$ cat src/rtl/mask_share_gen.sv
// -----------------------------------------------------------------------------
// mask_share_gen
//
// Front end for a 2-share masked AND gadget. It splits two unmasked operand
// bits into Boolean shares with LFSR randomness, runs the external gadget, and
// recombines the gadget's output shares into the unmasked product.
//
// Flow: IDLE --start--> MASK (draw masks, register shares) --> RUN (gadget
// enabled, wait for done) --> UNMASK (one-cycle result strobe) --> IDLE.
// A watchdog in RUN returns to IDLE with a sticky error if the gadget never
// reports completion.
//
// Ports
//   clk          : rising-edge clock for all state
//   rst          : asynchronous, active-high reset
//   start        : one-cycle request, honoured only in IDLE
//   a, b         : unmasked operand bits, captured when start is accepted
//   seed_load    : load seed into the LFSR (a zero seed loads 16'h0001)
//   seed         : new LFSR state
//   ina, inb     : masked shares of a and b driven to the gadget
//   rin          : fresh refresh randomness for the gadget
//   AndEnable    : gadget enable, high only while in RUN
//   AndDone      : gadget completion flag
//   out          : gadget output shares
//   result       : unmasked product, held until the next UNMASK
//   result_valid : one-cycle strobe marking a new result
//   busy         : an operation is in flight
//   timeout_err  : sticky watchdog error, cleared by rst or an accepted start
//
// Only D = 2 is supported: the share construction and the recombination are
// written for exactly two shares.
// -----------------------------------------------------------------------------
module mask_share_gen #(
    parameter int          D            = 2,
    parameter logic [15:0] SEED_DEFAULT = 16'hACE1
) (
    input  logic                   clk,
    input  logic                   rst,
    input  logic                   start,
    input  logic                   a,
    input  logic                   b,
    input  logic                   seed_load,
    input  logic [15:0]            seed,
    output logic [0:D-1]           ina,
    output logic [0:D-1]           inb,
    output logic [0:D*(D-1)/2-1]   rin,
    output logic                   AndEnable,
    input  logic                   AndDone,
    input  logic [0:D-1]           out,
    output logic                   result,
    output logic                   result_valid,
    output logic                   busy,
    output logic                   timeout_err
);

    localparam int RW = D * (D - 1) / 2;

    // The gadget's done flag from the previous operation may still be high
    // during the first RUN cycles; it is only trusted from this count onward.
    localparam logic [3:0] STALE_CYCLES  = 4'd2;
    // Last RUN cycle index before the watchdog fires (8 RUN cycles total).
    localparam logic [3:0] WATCHDOG_LAST = 4'd7;

    typedef enum logic [1:0] {
        S_IDLE   = 2'd0,
        S_MASK   = 2'd1,
        S_RUN    = 2'd2,
        S_UNMASK = 2'd3
    } state_t;

    state_t            r_state;
    state_t            w_state_next;

    logic [15:0]       r_lfsr;
    logic              w_lfsr_fb;

    logic              r_a;
    logic              r_b;
    logic [0:D-1]      r_ina;
    logic [0:D-1]      r_inb;
    logic [0:RW-1]     r_rin;
    logic [3:0]        r_run_cnt;
    logic              r_result;
    logic              r_timeout_err;

    // Single-cycle control strobes decoded by the next-state logic.
    logic              w_accept_start;
    logic              w_load_shares;
    logic              w_accept_done;
    logic              w_timeout;

    // -------------------------------------------------------------------------
    // State register
    // -------------------------------------------------------------------------
    // NOTE: clocked state uses non-blocking assignments so every register
    // samples the pre-edge values of the others, independent of block order.
    always_ff @(posedge clk or posedge rst) begin
        if (rst) begin
            r_state <= S_IDLE;
        end else begin
            r_state <= w_state_next;
        end
    end

    // -------------------------------------------------------------------------
    // Next-state and control decode
    // -------------------------------------------------------------------------
    // NOTE: every signal written here gets a default first, so no path through
    // the case statement leaves one unassigned and no latch is inferred.
    always_comb begin
        w_state_next   = r_state;
        w_accept_start = 1'b0;
        w_load_shares  = 1'b0;
        w_accept_done  = 1'b0;
        w_timeout      = 1'b0;

        unique case (r_state)
            S_IDLE: begin
                if (start) begin
                    w_accept_start = 1'b1;
                    w_state_next   = S_MASK;
                end
            end

            S_MASK: begin
                w_load_shares = 1'b1;
                w_state_next  = S_RUN;
            end

            S_RUN: begin
                if (AndDone && (r_run_cnt >= STALE_CYCLES)) begin
                    w_accept_done = 1'b1;
                    w_state_next  = S_UNMASK;
                end else if (r_run_cnt == WATCHDOG_LAST) begin
                    w_timeout    = 1'b1;
                    w_state_next = S_IDLE;
                end
            end

            S_UNMASK: begin
                w_state_next = S_IDLE;
            end

            default: begin
                w_state_next = S_IDLE;
            end
        endcase
    end

    // -------------------------------------------------------------------------
    // LFSR: 16-bit Fibonacci, taps 16,14,13,11, right-shifting. It advances
    // every cycle regardless of state so mask values are not tied to the
    // operation schedule. Tap n sits at bit (16 - n).
    // -------------------------------------------------------------------------
    assign w_lfsr_fb = r_lfsr[0] ^ r_lfsr[2] ^ r_lfsr[3] ^ r_lfsr[5];

    always_ff @(posedge clk or posedge rst) begin
        if (rst) begin
            r_lfsr <= SEED_DEFAULT;
        end else if (seed_load) begin
            // The all-zero state is a lock-up state for this LFSR.
            r_lfsr <= (seed == 16'h0000) ? 16'h0001 : seed;
        end else begin
            r_lfsr <= {w_lfsr_fb, r_lfsr[15:1]};
        end
    end

    // -------------------------------------------------------------------------
    // Operand capture and share generation
    // -------------------------------------------------------------------------
    always_ff @(posedge clk or posedge rst) begin
        if (rst) begin
            r_a <= 1'b0;
            r_b <= 1'b0;
        end else if (w_accept_start) begin
            r_a <= a;
            r_b <= b;
        end
    end

    // Shares are written only on the MASK cycle, so they stay stable for the
    // whole RUN phase and are immune to a seed load mid-operation.
    always_ff @(posedge clk or posedge rst) begin
        if (rst) begin
            r_ina <= '0;
            r_inb <= '0;
            r_rin <= '0;
        end else if (w_load_shares) begin
            r_ina <= {r_a ^ r_lfsr[15], r_lfsr[15]};
            r_inb <= {r_b ^ r_lfsr[14], r_lfsr[14]};
            r_rin <= r_lfsr[13];
        end
    end

    // -------------------------------------------------------------------------
    // RUN cycle counter: 0 on the first RUN cycle, +1 per RUN cycle.
    // -------------------------------------------------------------------------
    always_ff @(posedge clk or posedge rst) begin
        if (rst) begin
            r_run_cnt <= '0;
        end else if (r_state == S_RUN) begin
            r_run_cnt <= r_run_cnt + 4'd1;
        end else begin
            r_run_cnt <= '0;
        end
    end

    // -------------------------------------------------------------------------
    // Result recombination and watchdog error
    // -------------------------------------------------------------------------
    always_ff @(posedge clk or posedge rst) begin
        if (rst) begin
            r_result <= 1'b0;
        end else if (w_accept_done) begin
            r_result <= out[0] ^ out[1];
        end
    end

    always_ff @(posedge clk or posedge rst) begin
        if (rst) begin
            r_timeout_err <= 1'b0;
        end else if (w_accept_start) begin
            r_timeout_err <= 1'b0;
        end else if (w_timeout) begin
            r_timeout_err <= 1'b1;
        end
    end

    // -------------------------------------------------------------------------
    // Outputs. Status strobes are decoded from the state register, so reset
    // clears them asynchronously along with the state.
    // -------------------------------------------------------------------------
    assign ina          = r_ina;
    assign inb          = r_inb;
    assign rin          = r_rin;
    assign AndEnable    = (r_state == S_RUN);
    assign result_valid = (r_state == S_UNMASK);
    assign busy         = (r_state != S_IDLE);
    assign result       = r_result;
    assign timeout_err  = r_timeout_err;

endmodule

$ cat config.mk
export PLATFORM = sky130hd
export DESIGN_NAME = mask_share_gen
export DESIGN_NICKNAME = d
export VERILOG_FILES = /design/src/rtl/mask_share_gen.sv
export SDC_FILE = /design/constraint.sdc
export NUM_CORES = 1
export LEC_CHECK = 0
export ABC_CLOCK_PERIOD_IN_PS = 1700
export CAP_MARGIN = 20
export CORE_MARGIN = 8
export CORE_UTILIZATION = 32
export DETAILED_ROUTE_END_ITERATION = 8
export DONT_BUFFER_PORTS = 1
export GPL_TIMING_DRIVEN = 0
export SETUP_SLACK_MARGIN = 0.1
export SLEW_MARGIN = 20
export SYNTH_ARGS = -nofsm -noshare
export SYNTH_HDL_FRONTEND = slang
export SYNTH_SLANG_ARGS = --single-unit
$ cat constraint.sdc
create_clock -name clk -period 1.7 [get_ports clk]
set_input_delay 0.51 -clock clk [delete_from_list [all_inputs] [get_ports clk]]
set_output_delay 0.51 -clock clk [all_outputs]
set_load 0.05 [all_outputs]
==> results of run 1 <==
==> layout make-up <==
type | instances | share of cell area
buffer | 4 | 0.0147
clock inverter | 1 | 0.00491
inverter | 6 | 0.0196
sequential | 31 | 0.514
timing repair buffer | 2 | 0.00982
multi-input combinational | 63 | 0.333
clock buffer | 7 | 0.0630
tap | 50 | 0.0409
==> through the flow <==
step	hold slack (ns)	worst slack, ns
after global routing	0.247	0.0357
after global placement	0.466	0.110
after floorplan	0.455	0.185
final	0.193	0.0783
after CTS	0.212	0.0170
after detailed placement	0.473	0.0887
==> cell families after synthesis <==
kind of cell | Yosys count | share of synthesized area
buffers and inverters | 10 | 0.0310
xor gates and xnor gates | 8 | 0.0526
DFF | 31 | 0.590
muxes | 20 | 0.168
AOI/OAI and AO/OA | 10 | 0.0488
and+or+nand+nor | 23 | 0.0911
adders and majority gates | 2 | 0.0188
==> worst min path at each step <==
stage / from / slack (ns) / endpoint / cells past startpoint
2_1_floorplan: r_run_cnt[0] / 0.45 / r_run_cnt[0] / 1
3_3_place_gp: r_lfsr[4] / 0.47 / r_lfsr[3] / 1
3_5_place_dp: r_lfsr[4] / 0.47 / r_lfsr[3] / 1
4_1_cts: rst / 0.21 / r_lfsr[4] / 1
5_1_grt: rst / 0.25 / r_run_cnt[0] / 1
6_report: rst / 0.19 / r_lfsr[1] / 1
==> state kept, by name, summed over array words and instances, names as in the netlist <==
register / flops
r_a: 1
r_run_cnt: 4
r_b: 1
r_state: 2
r_lfsr: 16
ina: 2
result: 1
inb: 2
rin: 1
timeout_err: 1
==> cells in the mapped netlist <==
cell	n
dfstp_2	8
clkbuf_1	1
o21ai_0	5
nor2_1	7
nor4bb_1	1
dfrtp_1	23
a31oi_1	1
nand2_1	3
inv_1	6
ha_1	2
mux2_2	19
nor4_1	4
a21oi_1	2
xnor2_1	7
buf_2	3
o41ai_2	1
o31ai_1	1
and2_1	2
nand4_1	1
xor2_1	1
or2_2	1
mux2i_1	1
nand3_1	1
nand2b_1	3
==> critical path: stages (launching register included) <==
cell and delay [ns]:
dfrtp_1 0.39, buf_4 0.14, or2_4 0.30
==> repair_timing <==
action	in CTS	in global routing
hold endpoints to repair	0	0
gates cloned	0	0
setup endpoints to repair	3	3
buffers inserted	0	2
gates resized for setup	7	2
==> power by group <==
| group | total (W) | switching, W | leakage, nW | internal, W |
|---|---|---|---|---|
| clock network | 0.000638 | 0.000270 | 0.0505 | 0.000368 |
| registers | 0.00132 | 0.000385 | 0.368 | 0.000933 |
| logic | 0.000671 | 0.000363 | 0.225 | 0.000309 |
| total | 0.00263 | 0.00102 | 0.644 | 0.00161 |
==> per-layer routing <==
metal / part of all wire / GRT usage / vias up
met5: 0 / 0 / -
met4: 0.021 / 0.0491 / 0
met3: 0.14 / 0.0558 / 8
met2: 0.45 / 0.136 / 31
met1: 0.38 / 0.0886 / 385
li1: - / - / 373
==> key figures, run 1 <==
Global routing
  • Total GRT Usage: 0.0881
  • Overflow left after global routing: 0
  • Vias in the first global route: 943
  • First-pass GRT wire length: 4300 um
  • Largest net degree at the start of global routing: 32
  • Initial antenna violation count: 0

Synthesis
  • Synth area leader: dfrtp_1
  • Synth Register Bits: 31
  • Syn Nets: 131
  • Synth top area cells: dfrtp_1 (43%), mux2_2 (16%), dfstp_2 (16%)
  • Unique masters post-synth: 24
  • Sequential share of the synthesized area: 0.590
  • Gate Count Post-Synth: 104
  • Synth Cell Area: approximately 1300 um^2
  • Synth warnings: 0
  • Synthesized area per cell: 12.8 um^2
  • Synth top area share: 0.432

Layout
  • Nets: 140
  • Antenna cells: 0
  • Fillers: 394
  • Post-layout util: 0.382
  • Layout cells sized above 1: 0.404
  • Post-route insts no fill: 164
  • Syn-to-layout area delta: 14.7%
  • Final Cell Area: 1530 um^2
  • Area occupied by registers: 786 um^2
  • Multi-input logic area: 509 um^2
  • Most frequent cells in the layout: dfrtp_1 (23), mux2_2 (19), dfstp_2 (8)
  • Commonest non-fill, non-tap cell in the layout: dfrtp_1

Timing
  • Clk_skew: 0.00849 ns
  • Worst slew pin tran: 0.637 ns
  • Ratio of final minimum period to clock period: 0.954
  • RSZ-0062 raised after global routing: yes
  • Achievable Freq: 617 MHz
  • Hold Vio Cnt, Final: 0
  • Setup TNS: 0 ns
  • Relative slew margins: 0.574
  • Final slew viol count: 0
  • Final Setup Violations: 0
  • Tmin final: 1.62 ns

Clock tree
  • Worst-Skew Late Latency: roughly 0.28 ns
  • Total CTS buffers: 5
  • H-tree depth: 2
  • Clock sink total: 31
  • CTS tree: done
  • CTS clk-pin slew, worst paths: 0.07 ns
  • Post-CTS Hold Buffers: 0
  • Root buffer cell: clkbuf_8
  • CTS Buffer Depth: 2

Route
  • Drt via density: 4.86
  • DRC Markers: 0
  • Starting DRT DRC Count: 44
  • Drt pass-1 iters: 2
  • Post-DR wirelength/cell: 15.5 um
  • Antenna-violating nets left: 0
  • DRT Wirelength: 2540 um
  • Via count: 797

Place
  • Area after DPL: 1400 um^2
  • GPL Wtd Cong: slightly below 0.7
  • IO Port Bufs: 0
  • Post-DP HPWL: ~2000 um
  • Cells after DPL: 154

Critical path
  • Critical path class: flip-flop to output pin
  • Capture point of the worst path: busy
  • R2r startpoint: r_run_cnt[0]
  • Worst R2R Path Depth: 5
  • Worst-path fanout max: 4
  • Crit end category: output pin
  • FF-to-FF End: r_state[0]
  • WP data arrival: 1.11 ns
  • CP Launch Type: flip-flop
  • CP required: ~1.2 ns
  • CP startpoint: r_state[0]
  • R2r setup slk: about 0.23 ns

Power and ir drop
  • Power per cell area: approximately 1700 nW/um^2
  • Max VDD drop: 0.000512 V
  • Power, Total: between 0.002 and 0.003 W
  • Leakage: 0.644 nW

Floorplan
  • Site row count: 23
  • Initial Util: 0.333
  • Core Area: 4000 um^2
  • Die Y: 80.5 um
  • IO Pins: 35
  • Die Footprint: about 6500 um^2
  • Die X: 80.5 um

Flow run
  • Max Cap Viol: 0

Min path
  • Hold WC Path Type: primary input to async pin

Outcome
  • Outcome: complete, no violations
Note: power is estimated with default switching activity, not from simulation.
==> run 2: changes to the inputs <==
- ABC_CLOCK_PERIOD_IN_PS: 1700 -> 1390
- clock period: 1.7 -> 1.39 ns (I/O delays scaled with it)
==> key figures, run 2 (synthesized netlist as in run 1, its figures left out) <==
Global routing
  • First-pass GRT wire length: around 4700 um
  • Met1 Resource Use GR: 0.0902
  • Initial antenna violation count: 0
  • Largest net degree at the start of global routing: 32
  • Vias in the first global route: 970
  • Most Crowded Layer GR: met2
  • Met2 Use GR: 0.160
  • Overflow left after global routing: 0
  • Met3 usage: 0.0647
  • Total GRT Usage: 0.0965

Layout
  • Post-route insts no fill: 170
  • Biggest regs: r_lfsr x16, r_run_cnt x4
  • Most flop-heavy register: r_lfsr
  • Layout cells sized above 1: 0.558
  • Nets: 146
  • Multi-input logic area: 586 um^2
  • Fillers: around 390
  • Syn-to-layout area delta: 25.7%
  • Antenna cells: 0
  • Max reg flops: 16
  • Most frequent cells in the layout: mux2_2 (16), dfrtp_1 (14), dfrtp_2 (9), dfstp_2 (8), xnor2_1 (7)
  • Commonest non-fill, non-tap cell in the layout: mux2_2
  • Area occupied by registers: 797 um^2

Timing
  • Relative slew margins: 0.575
  • Hold Vio Cnt, Final: 0
  • Setup slack after layout: -0.0844 ns
  • RSZ-0062 raised after global routing: yes
  • Setup TNS: -0.171 ns
  • Tmin final: 1.47 ns
  • Worst slew pin tran: 0.637 ns
  • Final Setup Violations: 3
  • Achievable Freq: 678 MHz
  • Final slew viol count: 0
  • Clk_skew: 0.00442 ns
  • Ratio of final minimum period to clock period: 1.06

Route
  • Via count: 834
  • Antenna-violating nets left: 0
  • Starting DRT DRC Count: 22
  • DRT Wirelength: 2930 um
  • Drt via density: 4.91
  • Post-DR wirelength/cell: 17.3 um
  • Drt pass-1 iters: 2
  • DRC Markers: 0

Clock tree
  • H-tree depth: 2
  • Post-CTS Hold Buffers: 0
  • Total CTS buffers: 5
  • CTS Buffer Depth: 2
  • CTS clk-pin slew, worst paths: 0.06 ns
  • Clock sink total: 31
  • Root buffer cell: clkbuf_8
  • Worst-Skew Late Latency: 0.28 ns
  • CTS tree: done

Critical path
  • R2r setup slk: 0.02 ns
  • WP depth: 1
  • Worst-path fanout max: 4
  • Family with the most delay on the worst path: flip-flops
  • Critical path class: flip-flop to output pin
  • Crit end category: output pin
  • WP data arrival: 1.06 ns
  • FF-to-FF End: rin
  • Max incr delay on CP: 0.44 ns
  • Cell at the slowest stage of the critical path: dfrtp_2
  • CP Launch Type: flip-flop
  • CP Buf/Inv Count: 0
  • CP startpoint: r_state[1]
  • Worst R2R Path Depth: 5
  • Worst-path cell chain: or2_4
  • Capture point of the worst path: busy
  • CP required: ~0.97 ns
  • R2r startpoint: r_state[1]

Power and ir drop
  • Leakage: 0.698 nW
  • Power, Total: 0.00356 W
  • Max VDD drop: 0.000682 V
  • Power per cell area: around 2100 nW/um^2

Floorplan
  • Site row count: 23
  • IO Pins: 35
  • Die X: 80.5 um
  • Die Y: 80.5 um
  • Die Footprint: 6490 um^2
  • Initial Util: 0.333
  • Core Area: ~4000 um^2

Place
  • Post-DP HPWL: between 2000 and 2500 um
  • GPL Wtd Cong: 0.696
  • Cells after DPL: 154
  • IO Port Bufs: 0

Outcome
  • Failing checks: setup timing
  • Outcome: finished with violations

Min path
  • Hold WC Path Type: primary input to async pin

Flow run
  • Max Cap Viol: 0
[run 2: cell types whose count changed in the layout (fill, tap and decap cells not counted), sizes merged]
cell      previous run  this run
clkinvlp             1         0
buf                  6        12
clkinv               0         2
inv                  6         5
[run 2: final cells by class]
class / count / area share
well taps: 50 / 0.0373
multi-input cells: 63 / 0.350
flip-flops and latches: 31 / 0.476
clock inverters: 1 / 0.00299
plain buffers: 3 / 0.0127
inverters: 6 / 0.0209
clock buffers: 7 / 0.0515
repair buffers: 9 / 0.0493
[run 2: what timing repair did]
item / CTS / global route
endpoints found under the setup margin: 13 / 10
gates cloned: 0 / 0
pin swaps: 6 / 4
setup buffers: 8 / 2
resized for setup: 26 / 13
[run 2: metal layers]
layer  wire length (um)  vias to the layer above
met3                405                        9
met1               1020                      407
met2               1460                       34
met5                  0                        -
met4                 45                        0
li1                   -                      384
[run 2: how the worst min path moves through the flow]
stage                            start           end  slack (ns)  depth (start not counted)
after floorplan           r_run_cnt[0]  r_run_cnt[0]        0.45                          1
after global placement       r_lfsr[4]     r_lfsr[3]        0.47                          1
after detailed placement           rst  r_run_cnt[2]        0.43                          1
after CTS                          rst     r_lfsr[4]        0.12                          1
after global routing               rst           r_a        0.15                          1
final                              rst  r_run_cnt[3]        0.11                          1
[run 2: per-stage QoR]
step / instance area, um^2 / hold slack (ns) / utilization / setup slack (ns)
3_3_place_gp: 1400 / 0.465 / 0.349 / -0.00197
4_1_cts: 1630 / 0.122 / 0.408 / -0.102
2_1_floorplan: 1330 / 0.455 / - / 0.0807
5_1_grt: 1680 / 0.153 / 0.419 / -0.127
3_5_place_dp: 1400 / 0.428 / 0.349 / -0.0461
6_report: 1680 / 0.105 / 0.419 / -0.0844
[run 2: where the power goes]
group	internal, W	leakage [nW]	switching (W)
clock network	0.000398	0.0482	0.000312
registers	0.00117	0.357	0.000479
logic	0.000629	0.293	0.000575
total	0.00219	0.698	0.00137
==> run 3: changes to the inputs <==
- ABC_AREA: not set -> 1
- CTS_CLUSTER_DIAMETER: not set -> 150
==> key figures, run 3 <==
Route
  • Drt via density: 4.37
  • DRT Wirelength: 2770 um
  • Antenna-violating nets left: 0
  • Drt pass-1 iters: 4
  • DRC Markers: 0
  • Starting DRT DRC Count: 33
  • Via count: 979
  • Post-DR wirelength/cell: 12.4 um

Timing
  • Relative slew margins: 0.559
  • Achievable Freq: 662 MHz
  • Final Setup Violations: 3
  • WHS: 0.114 ns
  • Final slew viol count: 0
  • Tmin final: between 1.5 and 2 ns
  • Setup slack after layout: -0.120 ns
  • Ratio of final minimum period to clock period: 1.09
  • Hold Vio Cnt, Final: 0
  • Clk_skew: approximately 0.009 ns
  • Worst slew pin tran: roughly 0.66 ns
  • RSZ-0062 raised after global routing: yes

Synthesis
  • Syn Nets: 192
  • Commonest cells in the netlist: nand2_1 (65), dfrtp_1 (23), nor2_1 (20), inv_1 (14), o21ai_0 (10)
  • Count leader, synth: nand2_1
  • Unique masters post-synth: 16
  • Synth area leader: dfrtp_1
  • Sequential share of the synthesized area: 0.567
  • Top_reg_cell synth: dfrtp_1
  • Synthesized area per cell: about 8.4 um^2
  • Gate Count Post-Synth: 165
  • Synth warnings: 0
  • Synth top area cells: dfrtp_1 (42%), nand2_1 (18%), dfstp_2 (15%)
  • Synth Cell Area: 1390 um^2
  • EDFF count, synth: 0
  • Synth top area share: 0.416
  • Fraction of registers with async set/reset: 1.00
  • Synth Register Bits: 31

Floorplan
  • Core Area: ~4300 um^2
  • Die Y: 81.8 um
  • Site row count: 24
  • IO Pins: 35
  • Die X: between 80 and 90 um
  • Initial Util: 0.325
  • Die Footprint: 6690 um^2

Global routing
  • Met1 Resource Use GR: 0.0947
  • Total GRT Usage: 0.0884
  • First-pass GRT wire length: 4440 um
  • Met2 Use GR: 0.142
  • Initial antenna violation count: 0
  • Met3 usage: 0.0383
  • Most Crowded Layer GR: met2
  • Overflow left after global routing: 0
  • Vias in the first global route: 1,029
  • Largest net degree at the start of global routing: 32

Critical path
  • CP Launch Type: flip-flop
  • Worst-path fanout max: 6
  • CP required: 0.97 ns
  • Crit end category: output pin
  • Worst-path cell chain: inv_2 > nor2_4
  • Cell at the slowest stage of the critical path: nor2_4
  • Max incr delay on CP: approximately 0.38 ns
  • Critical path class: flip-flop to output pin
  • WP data arrival: 1.09 ns
  • CP Buf/Inv Count: 1
  • Family with the most delay on the worst path: simple AND/OR/NAND/NOR gates

Outcome
  • Failing checks: setup timing
  • Outcome: finished with violations

Layout
  • Nets: 199
  • Biggest regs: r_lfsr x16, r_run_cnt x4
  • Max reg flops: 16
  • Layout cells sized above 1: 0.186
  • Final Cell Area: ~1600 um^2
  • Post-layout util: 0.364
  • Antenna cells: 0
  • Post-route insts no fill: around 220
  • Most flop-heavy register: r_lfsr
  • Syn-to-layout area delta: 11.9%
  • Most frequent cells in the layout: nand2_1 (65), nor2_1 (20), dfrtp_1 (16), inv_1 (11), o21ai_0 (10)
  • Fillers: 465
  • Commonest non-fill, non-tap cell in the layout: nand2_1

Place
  • Cells after DPL: 217
  • GPL Wtd Cong: 0.782
  • Dpl ws: 0.0619 ns
  • Post-DP HPWL: 2080 um
  • Area after DPL: 1450 um^2
  • IO Port Bufs: 0

Clock tree
  • CTS clk-pin slew, worst paths: about 0.070 ns
  • Total CTS buffers: 5
  • Post-CTS Hold Buffers: 0
  • Worst-Skew Late Latency: approximately 0.28 ns
  • CTS tree: done
  • Clock sink total: 31
  • CTS Buffer Depth: 2
  • Postcts setup bufs: 0
  • H-tree depth: 2
  • Root buffer cell: clkbuf_8

Power and ir drop
  • Power per cell area: roughly 1900 nW/um^2
  • Max VDD drop: 0.000645 V
  • Leakage: approximately 0.76 nW

Min path
  • Hold WC Path Type: primary input to async pin

Flow run
  • Max Cap Viol: 0
run 3: layout make-up:
class	count	area (um^2)	area share
Sequential cell	31	795	0.513
Multi-Input combinational cell	115	523	0.337
Clock buffer	6	82.6	0.0533
Tap cell	52	65.1	0.0420
Inverter	15	60.1	0.0387
Buffer	4	20.0	0.0129
Clock inverter	1	5.00	0.00323
run 3: per-stage QoR:
| stage | power [W] | setup TNS (ns) |
|---|---|---|
| floorplan | 0.00216 | 0 |
| CTS | 0.00304 | -0.361 |
| global placement | 0.00229 | -1.22 |
| detailed placement | 0.00230 | 0 |
| global route | 0.00320 | -0.470 |
| finish | 0.00300 | -0.314 |
run 3: routing by layer:
layer	share of wire	wire length (um)
met5	0	0
met2	0.47	1290
met4	0.017	47
met3	0.094	262
met1	0.42	1170
run 3: power by group:
part           internal (W)  switching, W
combinational      0.000221      0.000495
clock              0.000388      0.000312
sequential          0.00114      0.000438
run 3: final timing paths:
path                                 start    endpoint  slack, ns  cells past startpoint
worst max-delay path            r_state[1]   AndEnable      -0.12                      2
worst min-delay path                   rst  r_lfsr[12]       0.11                      1
worst max register to register  r_state[1]  r_state[0]       0.13                      6
worst min register to register   r_lfsr[4]   r_lfsr[3]       0.44                      2
max in group asynchronous              rst      ina[0]       0.81                      1
min in group clk                   seed[7]   r_lfsr[7]       0.22                      2
run 3: repair_timing:
action                                  in CTS  in global routing
gates resized for setup                      9                  0
pin swaps                                    1                  0
endpoints found under the setup margin      11                  5
run 3: logic make-up after synthesis:
logic type               count (synthesis)  share of synthesized area
flip-flops                              31                      0.567
adder cells (fa/ha/maj)                  2                     0.0181
buffers and inverters                   19                     0.0551
XOR/XNOR                                 7                     0.0443
AO/OA/AOI/OAI                           13                     0.0470
AND/OR/NAND/NOR                         93                      0.268
run 3: worst reg2reg max path: stages (launching register included):
cell     delay (ns)
dfrtp_1        0.37
inv_2          0.06
nor2_4         0.38
nand3_2        0.17
nand2_1        0.09
inv_1          0.04
nor2_1         0.08
